### src/rtl/blk_377c92.sv
// Per-column multiply-accumulate engine: serially loaded operand memory, registered product, accumulator, registered out.
// Optional macro BLOCK_SIGNED_EN selects two's complement operands and a sign-extended product.
module blk_377c92 #(
  parameter  int elementsNum = 4,
  parameter  int dataWidth   = 4,
  localparam int AW          = $clog2(elementsNum),
  localparam int OW          = 2 * dataWidth + AW + 1
) (
  input  logic                 clk,
  input  logic                 rst,
  input  logic                 zero_in,
  input  logic                 we_out,
  input  logic                 we_mem,
  input  logic [AW-1:0]        wraddr,
  input  logic [dataWidth-1:0] in,
  input  logic [AW-1:0]        rdaddr,
  output logic [OW-1:0]        out
);

  localparam int PW = 2 * dataWidth;

  logic [elementsNum*dataWidth-1:0] mem_flat;
  logic [dataWidth-1:0]             rd_data;

  // Addresses beyond the last entry decode to no entry, so such writes are dropped.
  for (genvar gi = 0; gi < elementsNum; gi++) begin : gen_mem
    logic [dataWidth-1:0] ent_d;
    logic [dataWidth-1:0] ent_q;

    always_comb begin
      ent_d = ent_q;
      if (we_mem && (wraddr == AW'(gi))) begin
        ent_d = in;
      end
    end

    always_ff @(posedge clk) begin
      if (rst) begin
        ent_q <= '0;
      end else begin
        ent_q <= ent_d;
      end
    end

    assign mem_flat[gi*dataWidth +: dataWidth] = ent_q;
  end

  always_comb begin
    rd_data = '0;
    for (int i = 0; i < elementsNum; i++) begin
      if (rdaddr == AW'(i)) begin
        rd_data = mem_flat[i*dataWidth +: dataWidth];
      end
    end
  end

  logic [PW-1:0] in_ext;
  logic [PW-1:0] op_ext;
  logic [OW-1:0] prod_ext;
  logic [PW-1:0] prod_d, prod_q;
  logic          en_d, en_q;
  logic          clr_d, clr_q;
  logic [OW-1:0] acc_d, acc_q;
  logic [OW-1:0] out_d, out_q;

  // The low PW bits of a PW x PW product are the same for signed and unsigned operands.
  always_comb begin
`ifdef BLOCK_SIGNED_EN
    in_ext   = {{dataWidth{in[dataWidth-1]}}, in};
    op_ext   = {{dataWidth{rd_data[dataWidth-1]}}, rd_data};
    prod_ext = {{(OW-PW){prod_q[PW-1]}}, prod_q};
`else
    in_ext   = {{dataWidth{1'b0}}, in};
    op_ext   = {{dataWidth{1'b0}}, rd_data};
    prod_ext = {{(OW-PW){1'b0}}, prod_q};
`endif
    prod_d = in_ext * op_ext;
    en_d   = we_out;
    clr_d  = zero_in;
  end

  always_comb begin
    acc_d = acc_q;
    case ({clr_q, en_q})
      2'b11:   acc_d = prod_ext;
      2'b10:   acc_d = '0;
      2'b01:   acc_d = acc_q + prod_ext;
      default: acc_d = acc_q;
    endcase
    out_d = acc_q;
  end

  always_ff @(posedge clk) begin
    if (rst) begin
      prod_q <= '0;
      en_q   <= 1'b0;
      clr_q  <= 1'b0;
      acc_q  <= '0;
      out_q  <= '0;
    end else begin
      prod_q <= prod_d;
      en_q   <= en_d;
      clr_q  <= clr_d;
      acc_q  <= acc_d;
      out_q  <= out_d;
    end
  end

  assign out = out_q;

endmodule

### config.mk
export PLATFORM = sky130hd
export DESIGN_NAME = blk_377c92
export DESIGN_NICKNAME = d
export VERILOG_FILES = /design/src/rtl/blk_377c92.sv
export SDC_FILE = /design/constraint.sdc
export NUM_CORES = 1
export LEC_CHECK = 0
export BUFFER_PORTS_ARGS = -buffer_cell sky130_fd_sc_hd__buf_2
export CAP_MARGIN = 20
export CORE_MARGIN = 1
export CORE_UTILIZATION = 35
export CTS_BUF_LIST = sky130_fd_sc_hd__clkbuf_4 sky130_fd_sc_hd__clkbuf_8
export CTS_CLUSTER_SIZE = 10
export DETAILED_ROUTE_END_ITERATION = 10
export SLEW_MARGIN = 5
export SYNTH_ARGS = -nofsm -noshare
export SYNTH_HDL_FRONTEND = slang
export SYNTH_SLANG_ARGS = --single-unit
### constraint.sdc
create_clock -name clk -period 8 [get_ports clk]
set_clock_uncertainty 0.05 [all_clocks]
set_input_delay 0.4 -clock clk [delete_from_list [all_inputs] [get_ports clk]]
set_output_delay 0.4 -clock clk [all_outputs]
set_load 0.02 [all_outputs]
# Word-level counts from Yosys, hierarchy flattened
# Index checks and enable logic that the tools add are counted.
[word_totals] reg_bits=48 latchBits=0 ramBits=0 romBits=0 in_bits=13 out_inout_bits=11 wordCells=32 memories=0
[classes] n_addsub=1 mul=1 n_div=0 order_cmp=0 n_eq_ne=9 n_shift=0 n_mux=5 n_bitwise=0 reduce_logical=7
[ops] op="$pmux W11 S3" n=1
[ops] op="$mux W4" n=4
[ops] op="$eq A2 B2 Y1 const B" n=6
[ops] op="$add A11 B8 Y11" n=1
[ops] op="$mul A4 B4 Y8" n=1
[ops] op="$eq A2 B1 Y1 const B" n=3
[ops] op="$logic_and A1 B1 Y1" n=4
[ops] op="$logic_not A2 Y1" n=2
[ops] op="$reduce_bool A3 Y1" n=1

# Longest topological paths before layout
# Gate-level depths: netlist of run 1.
[logic_depth] word_depth=6 mapped_depth=12 ltp_nobuf=12

# Worst setup path after synthesis of run 1
# OpenSTA, ideal clock, no wires.
[synth_timing] path_kind="in2reg" start="input rdaddr[0]" end="register prod_q[6]" setup_time_ns=0.128 t_arrival_ns=2.812 t_required_ns=7.822 path_slack_ns=5.010 cell_stages=12 n_path_buf=0 cell_sequence="mux4_2 nand2_1 fa_1 inv_1 fa_1 inv_1 fa_1 inv_1 a21o_1 a21oi_1 xor2_1 nor2_1"
[synth_via] elab_chain_cells=6 word_cells_on_any_way=9 cone_classes="mul (1); eq/ne (3); mux (4); reduce/logical (1)"
[synth_lines] element="start, declared" line="16" rtl="input logic [AW-1:0] rdaddr,"
[synth_lines] element="$logic_not A2 Y1" line="51" rtl="if (rdaddr == AW'(i)) begin"
[synth_lines] element="$mux W4 (3 in series)" line="51"
[synth_lines] element="$mux W4 (*)" line="51"
[synth_lines] element="$mul A4 B4 Y8 (*)" line="77" rtl="prod_d = in_ext * op_ext;"
[synth_lines] element="end signal, assigned" line="101" rtl="prod_q <= prod_d;"
[synth_lines] element="end, declared" line="60" rtl="logic [PW-1:0] prod_d, prod_q;"
# Every way passes the cells marked *; elsewhere a longest branch is shown, timed or not.
# A chain may end at the register's enable or synchronous reset.

# Worst setup path in the final report of run 1
[layout_timing] start="register gen_mem[2].ent_q[3]" end="register prod_q[6]"
[layout_via] elab_chain_cells=3
[layout_lines] element="start, declared" line="28" rtl="logic [dataWidth-1:0] ent_q;"
[layout_lines] element="start signal, assigned" line="41" rtl="ent_q <= ent_d;"
[layout_lines] element="$mux W4 (2 in series)" line="51"
[layout_lines] element="$mul A4 B4 Y8" line="77"
# Every way passes these cells.

==> results of run 1 <==
synthesized netlist by cell type (2+ instances only):
cell type / n
nor3_1: 3
a211oi_1: 5
or3_1: 2
and2_1: 14
nand2_1: 9
nor4b_1: 2
clkbuf_1: 5
dfxtp_1: 48
nand3b_1: 2
o31a_1: 2
buf_1: 2
xnor2_1: 2
nor2_1: 33
nor2b_1: 15
o21ai_0: 5
a21oi_1: 15
nand3_1: 3
fa_1: 5
ha_1: 22
mux2i_1: 17
inv_1: 12
a211o_1: 3
xor2_1: 4
a21o_1: 5
mux4_2: 4
nor4_1: 3
stage by stage:
stage | utilization | power [mW]
after floorplan | - | 0.295
after global placement | 0.400 | 0.310
after detailed placement | 0.400 | 0.310
after CTS | 0.413 | 0.463
after global routing | 0.413 | 0.479
final | 0.413 | 0.456
metal layers:
layer  vias up  global-route usage  wire length [um]
met5         -                   0                 0
met4         0              0.0323                43
met3         5              0.0292               157
met2        25               0.232              2230
met1       873               0.175              2310
li1        990                   -                 -
registers in the layout (all words and copies together) (netlist names):
signal and flops:
gen_mem.ent_q 16, acc_q 11, out 11, prod_q 8, clr_q 1, en_q 1
worst reg2reg max path, stage by stage, from the launching register on:
cell     delay, ns
dfxtp_1       0.36
mux4_2        0.27
nand2_1       0.08
fa_1          0.54
inv_1         0.06
fa_1          0.56
inv_1         0.07
fa_1          0.44
inv_1         0.07
a21o_1        0.10
a21oi_1       0.07
xor2_1        0.13
nor2_1        0.05
power by group:
part           total (mW)  internal [mW]  switching [mW]
Sequential          0.251          0.246         0.00411
Clock               0.151         0.0691          0.0820
Combinational      0.0541         0.0222          0.0319
worst paths after layout:
check | endpoint | slack, ns | depth (start not counted)
worst max-delay path | prod_q[6] | 5.01 | 12
worst min-delay path | en_q | 0.25 | 2
worst max register to register | prod_q[6] | 5.01 | 12
worst min register to register | out[5] | 0.41 | 2
logic make-up (layout without fill, tap and decap cells):
kind of cell	count (synthesis)	count (layout)	synth area share
buffers and inverters	20	42	0.0295
muxes	21	21	0.100
adders and majority gates	27	27	0.145
and+or+nand+nor	97	97	0.206
xor gates and xnor gates	6	6	0.0203
DFF	48	48	0.371
AOI/OAI and AO/OA	47	47	0.128
cell type report:
| cell class | count | area (um^2) | area share |
|---|---|---|---|
| Clock buffer | 6 | 82.6 | 0.0286 |
| Clock inverter | 1 | 8.76 | 0.00304 |
| Inverter | 12 | 45.0 | 0.0156 |
| Multi-Input combinational cell | 198 | 1550 | 0.538 |
| Sequential cell | 48 | 961 | 0.333 |
| Tap cell | 96 | 120 | 0.0416 |
| Timing Repair Buffer | 23 | 115 | 0.0399 |
==> results_dict.tcl, run 1 <==
set metrics [dict create \
    status "complete, no violations" \
    cp.arrival_ns 3.10 \
    finalNonFillerCells 384 \
    clk_latency_ns 0.30 \
    grt_pass1_vias 1839 \
    crit_path_end_kind "flop" \
    grt_pass1_wl_mm 8.31 \
    critPathKind "flop to flop" \
    cp-start-kind "flop" \
    layout-drive-gt1-share 0.149 \
    rsz0062_at_grt "no" \
    synth_edf_count 0 \
    drc 0 \
    r2r_start "gen_mem[2].ent_q[3]" \
    postCtsHoldBufs 0 \
    drtIter0Drc 34 \
    cp_slowest_stage_delay_ns 0.56 \
    antenna-diode-count 0 \
    netlist_area_um2 2590 \
    syn-num-nets 306 \
    dp_hpwl_mm 3.41 \
    synth.ff_latch_count 48 \
    path_max_fanout 4 \
    critPathSlowestCell "fa_1" \
    overflow 0 \
    tightestPinTransition_ns 0.935 \
    hold_viol 0 \
    synthArstFlopShare 0 \
    final_nets 328 \
    dp.cells 377 \
    ys_seq_area_frac 0.371 \
    vdd_drop_max_uv 86.1 \
    post_cts.repair.setup_buffers 0 \
    ctsLongestPathBuffers 2 \
    placed_area_um2 2790 \
    worst-path-buf-inv 3 \
    htree_levels 2 \
    required_ns 8.11 \
    synth_top_cell_area_share 0.371 \
    fill_cells 702 \
    yosysUniqueCellTypes 50 \
    preCtsSetupSlack_ns 4.68 \
    detail_route.first_pass.iterations 4 \
    vias 1893 \
    period_minus_slack_ns 2.99 \
    port_buffers 23 \
    postRouteAntennaNets 0 \
    root_buffer "clkbuf_8" \
    core_um2 6980 \
    die_h_um 88.0 \
    final_common_cell "dfxtp_1" \
    drv_slew 0 \
    max_cap_viol_count 0 \
    setup_tns_ns 0 \
    rows 30 \
    clkTransAtPathRegs_ns 0.09 \
    gr-usage-all-layers 0.136 \
    post-route-period-util 0.374 \
    cp-startpoint "gen_mem[2].ent_q[3]" \
    numCtsBuffers 5 \
    post_cts_resized 0 \
    setup_viol 0 \
    yosys.area.top_type "dfxtp_1" \
    avgSynthCellArea_um2 9.74 \
    die-area_um2 7750 \
    cts_tree "yes" \
    hp-start "we_out" \
    holdWs_ns 0.250 \
    final_cell_mix "dfxtp_1 (48), nor2_1 (33), buf_2 (23), ha_1 (22), mux2i_1 (17)" \
    yosysWarnings 0 \
    finalWorstSetupSlack_ns 5.01 \
    crit_family "adder cells" \
    antenna_found_initial 0 \
    io_pins 24 \
    synthFlopType "dfxtp_1" \
    die_w_um 88.0 \
    slew_headroom 0.377 \
    wirelength_mm 4.74 \
    hold_class "input pin to flop" \
    clock-sinks 48 \
    grt_max_degree 57 \
    power_density_nw_per_um2 158 \
    initial_utilization 0.371 \
    synthToLayoutAreaGrowth_pct 11.4 \
    place.gp.congestion 0.787 \
    syn_inst 266 \
    synth.area.top_cells "dfxtp_1 (37%), ha_1 (11%), mux2i_1 (6.6%), nor2_1 (4.8%), fa_1 (3.9%)" \
    fin_area_um2 2890 \
    vias_per_cell 4.93 \
    max_freq_mhz 334 \
    crit_chain "mux4_2 -> nand2_1 -> fa_1 -> inv_1 -> fa_1 -> inv_1 -> fa_1 -> inv_1 -> a21o_1 -> a21oi_1 -> xor2_1 -> nor2_1" \
    wl_per_cell_um 12.3 \
    power_leakage_nw 1.36 \
]
Power figures use the tool's default switching activity.
==> run 2: changes to the inputs <==
==> constraint.sdc (replaced) <==
create_clock -name clk -period 2.8 [get_ports clk]
set_clock_uncertainty 0.05 [all_clocks]
set_input_delay 0.14 -clock clk [delete_from_list [all_inputs] [get_ports clk]]
set_output_delay 0.14 -clock clk [all_outputs]
set_load 0.02 [all_outputs]
==> run 2 against run 1 <==
The flow now finishes with violations (setup timing). Combinational power rose to 3.2 times the previous value. Routed wire length up 6.0%. Global-route usage up 0.94 points. Via count up 4.1%. Flip-flop and latch count unchanged. Utilization up 2.3 points. Die area unchanged. Critical endpoint is now prod_q[5]. Largest power group unchanged. Highest routed layer unchanged.
==> results_dict.tcl, run 2 (synthesized netlist as in run 1, its figures left out) <==
set metrics [dict create \
    period_minus_slack_ns 2.84 \
    synthToLayoutAreaGrowth_pct 17.5 \
    reg2reg_slack_ns -0.04 \
    dp_hpwl_mm 3.71 \
    grt_max_degree 33 \
    postRouteAntennaNets 0 \
    placed_area_um2 2880 \
    place.gp.congestion 0.815 \
    drtIter0Drc 45 \
    rsz0062_at_grt "yes" \
    clkPwrFrac 0.334 \
    final_nets 341 \
    overflow 0 \
    max_cap_viol_count 0 \
    wl_per_cell_um 12.6 \
    power_switching_uw 352 \
    numCtsBuffers 5 \
    cp.arrival_ns 2.99 \
    required_ns 2.95 \
    power_leakage_nw 1.43 \
    post_cts.repair.setup_buffers 0 \
    switching_share 0.264 \
    htree_levels 2 \
    die-area_um2 7750 \
    cts_tree "yes" \
    clock-sinks 48 \
    fin_area_um2 3040 \
    power_density_nw_per_um2 439 \
    vias_per_cell 4.95 \
    core_um2 6980 \
    final_cell_mix "dfxtp_1 (44), nor2_1 (33), buf_2 (23), ha_1 (19), mux2i_1 (17)" \
    clkTransAtPathRegs_ns 0.10 \
    cp-start-kind "flop" \
    setup_viol 3 \
    clk_latency_ns 0.31 \
    crit_path_end_kind "flop" \
    vias 1970 \
    gr-usage-all-layers 0.145 \
    critPathKind "flop to flop" \
    antenna_found_initial 0 \
    ctsLongestPathBuffers 2 \
    drv_slew 0 \
    violations "setup timing" \
    wirelength_mm 5.03 \
    share_seq_of_total_power 0.536 \
    slew_headroom 0.643 \
    die_w_um 88.0 \
    max_freq_mhz 352 \
    vdd_drop_max_uv 186 \
    port_buffers 23 \
    preCtsSetupSlack_ns -0.129 \
    detail_route.first_pass.iterations 4 \
    fill_cells 718 \
    root_buffer "clkbuf_8" \
    holdWs_ns 0.147 \
    path_max_fanout 4 \
    die_h_um 88.0 \
    post-route-period-util 1.01 \
    initial_utilization 0.371 \
    hold_viol 0 \
    antenna-diode-count 0 \
    io_pins 24 \
    drc 0 \
    rows 30 \
    power_frac_comb 0.130 \
    power.internal_uw 983 \
    largest_reg_flops 16 \
    regMostFlops "gen_mem.ent_q" \
    hold_class "input pin to flop" \
    status "complete, but fails checks" \
    tightestPinTransition_ns 0.535 \
    grt_pass1_vias 1909 \
    grt_pass1_wl_mm 8.69 \
    finalWorstSetupSlack_ns -0.0419 \
    layout-drive-gt1-share 0.232 \
    final_common_cell "dfxtp_1" \
]
==> run 2: final cells by class <==
class                   instances  area (um^2)  share of cell area
clock buffers                   6         82.6              0.0271
clock inverters                 2         13.8             0.00452
inverters                      12         45.0              0.0148
multi-input cells             198         1600               0.525
flip-flops and latches         48          966               0.317
well taps                      96          120              0.0395
repair buffers                 36          218              0.0715
==> run 2: per-layer routing <==
| layer | global-route usage | wire length (um) | up-vias |
|---|---|---|---|
| met2 | 0.249 | 2480 | 23 |
| met3 | 0.0339 | 129 | 6 |
| met1 | 0.181 | 2360 | 925 |
| met5 | 0 | 0 | - |
| met4 | 0.0440 | 53 | 0 |
| li1 | - | - | 1016 |
==> run 2: final timing paths <==
check	from	end	cells past startpoint
max	gen_mem[3].ent_q[1]	prod_q[5]	10
min	in[2]	gen_mem[2].ent_q[2]	3
max reg2reg	gen_mem[3].ent_q[1]	prod_q[5]	10
min reg2reg	acc_q[5]	out[5]	2
==> run 2: power groups by stage <==
stage / registers, mW / clock network, mW / logic (mW)
after CTS: 0.716 / 0.464 / 0.174
after detailed placement: 0.732 / 0 / 0.167
after global routing: 0.719 / 0.491 / 0.194
after floorplan: 0.733 / 0 / 0.110
after global placement: 0.731 / 0 / 0.164
final: 0.716 / 0.446 / 0.173
==> run 2: metrics by stage <==
step | setup TNS, ns | utilization | power [mW] | instances
finish | -0.0605 | 0.436 | 1.34 | 398
global route | -0.514 | 0.436 | 1.40 | 398
CTS | -0.0309 | 0.434 | 1.35 | 398
detailed placement | -0.362 | 0.412 | 0.899 | 388
global placement | -0.177 | 0.412 | 0.896 | 388
floorplan | 0 | - | 0.843 | 266
==> run 2: critical path: stages, from the launching register on <==
cell and delay [ns]:
dfxtp_2 0.33, mux4_2 0.51, nand2_2 0.09, fa_1 0.41
inv_1 0.08, fa_1 0.44, ha_1 0.29, a21o_1 0.16
a21oi_2 0.19, xnor2_1 0.13, nor2_1 0.05
==> run 2: what timing repair did <==
item	in CTS	in global routing
hold buffers	2	0
resized for setup	13	3
pin swaps	12	3
setup endpoints to repair	3	4
endpoints found under the hold margin	2	0
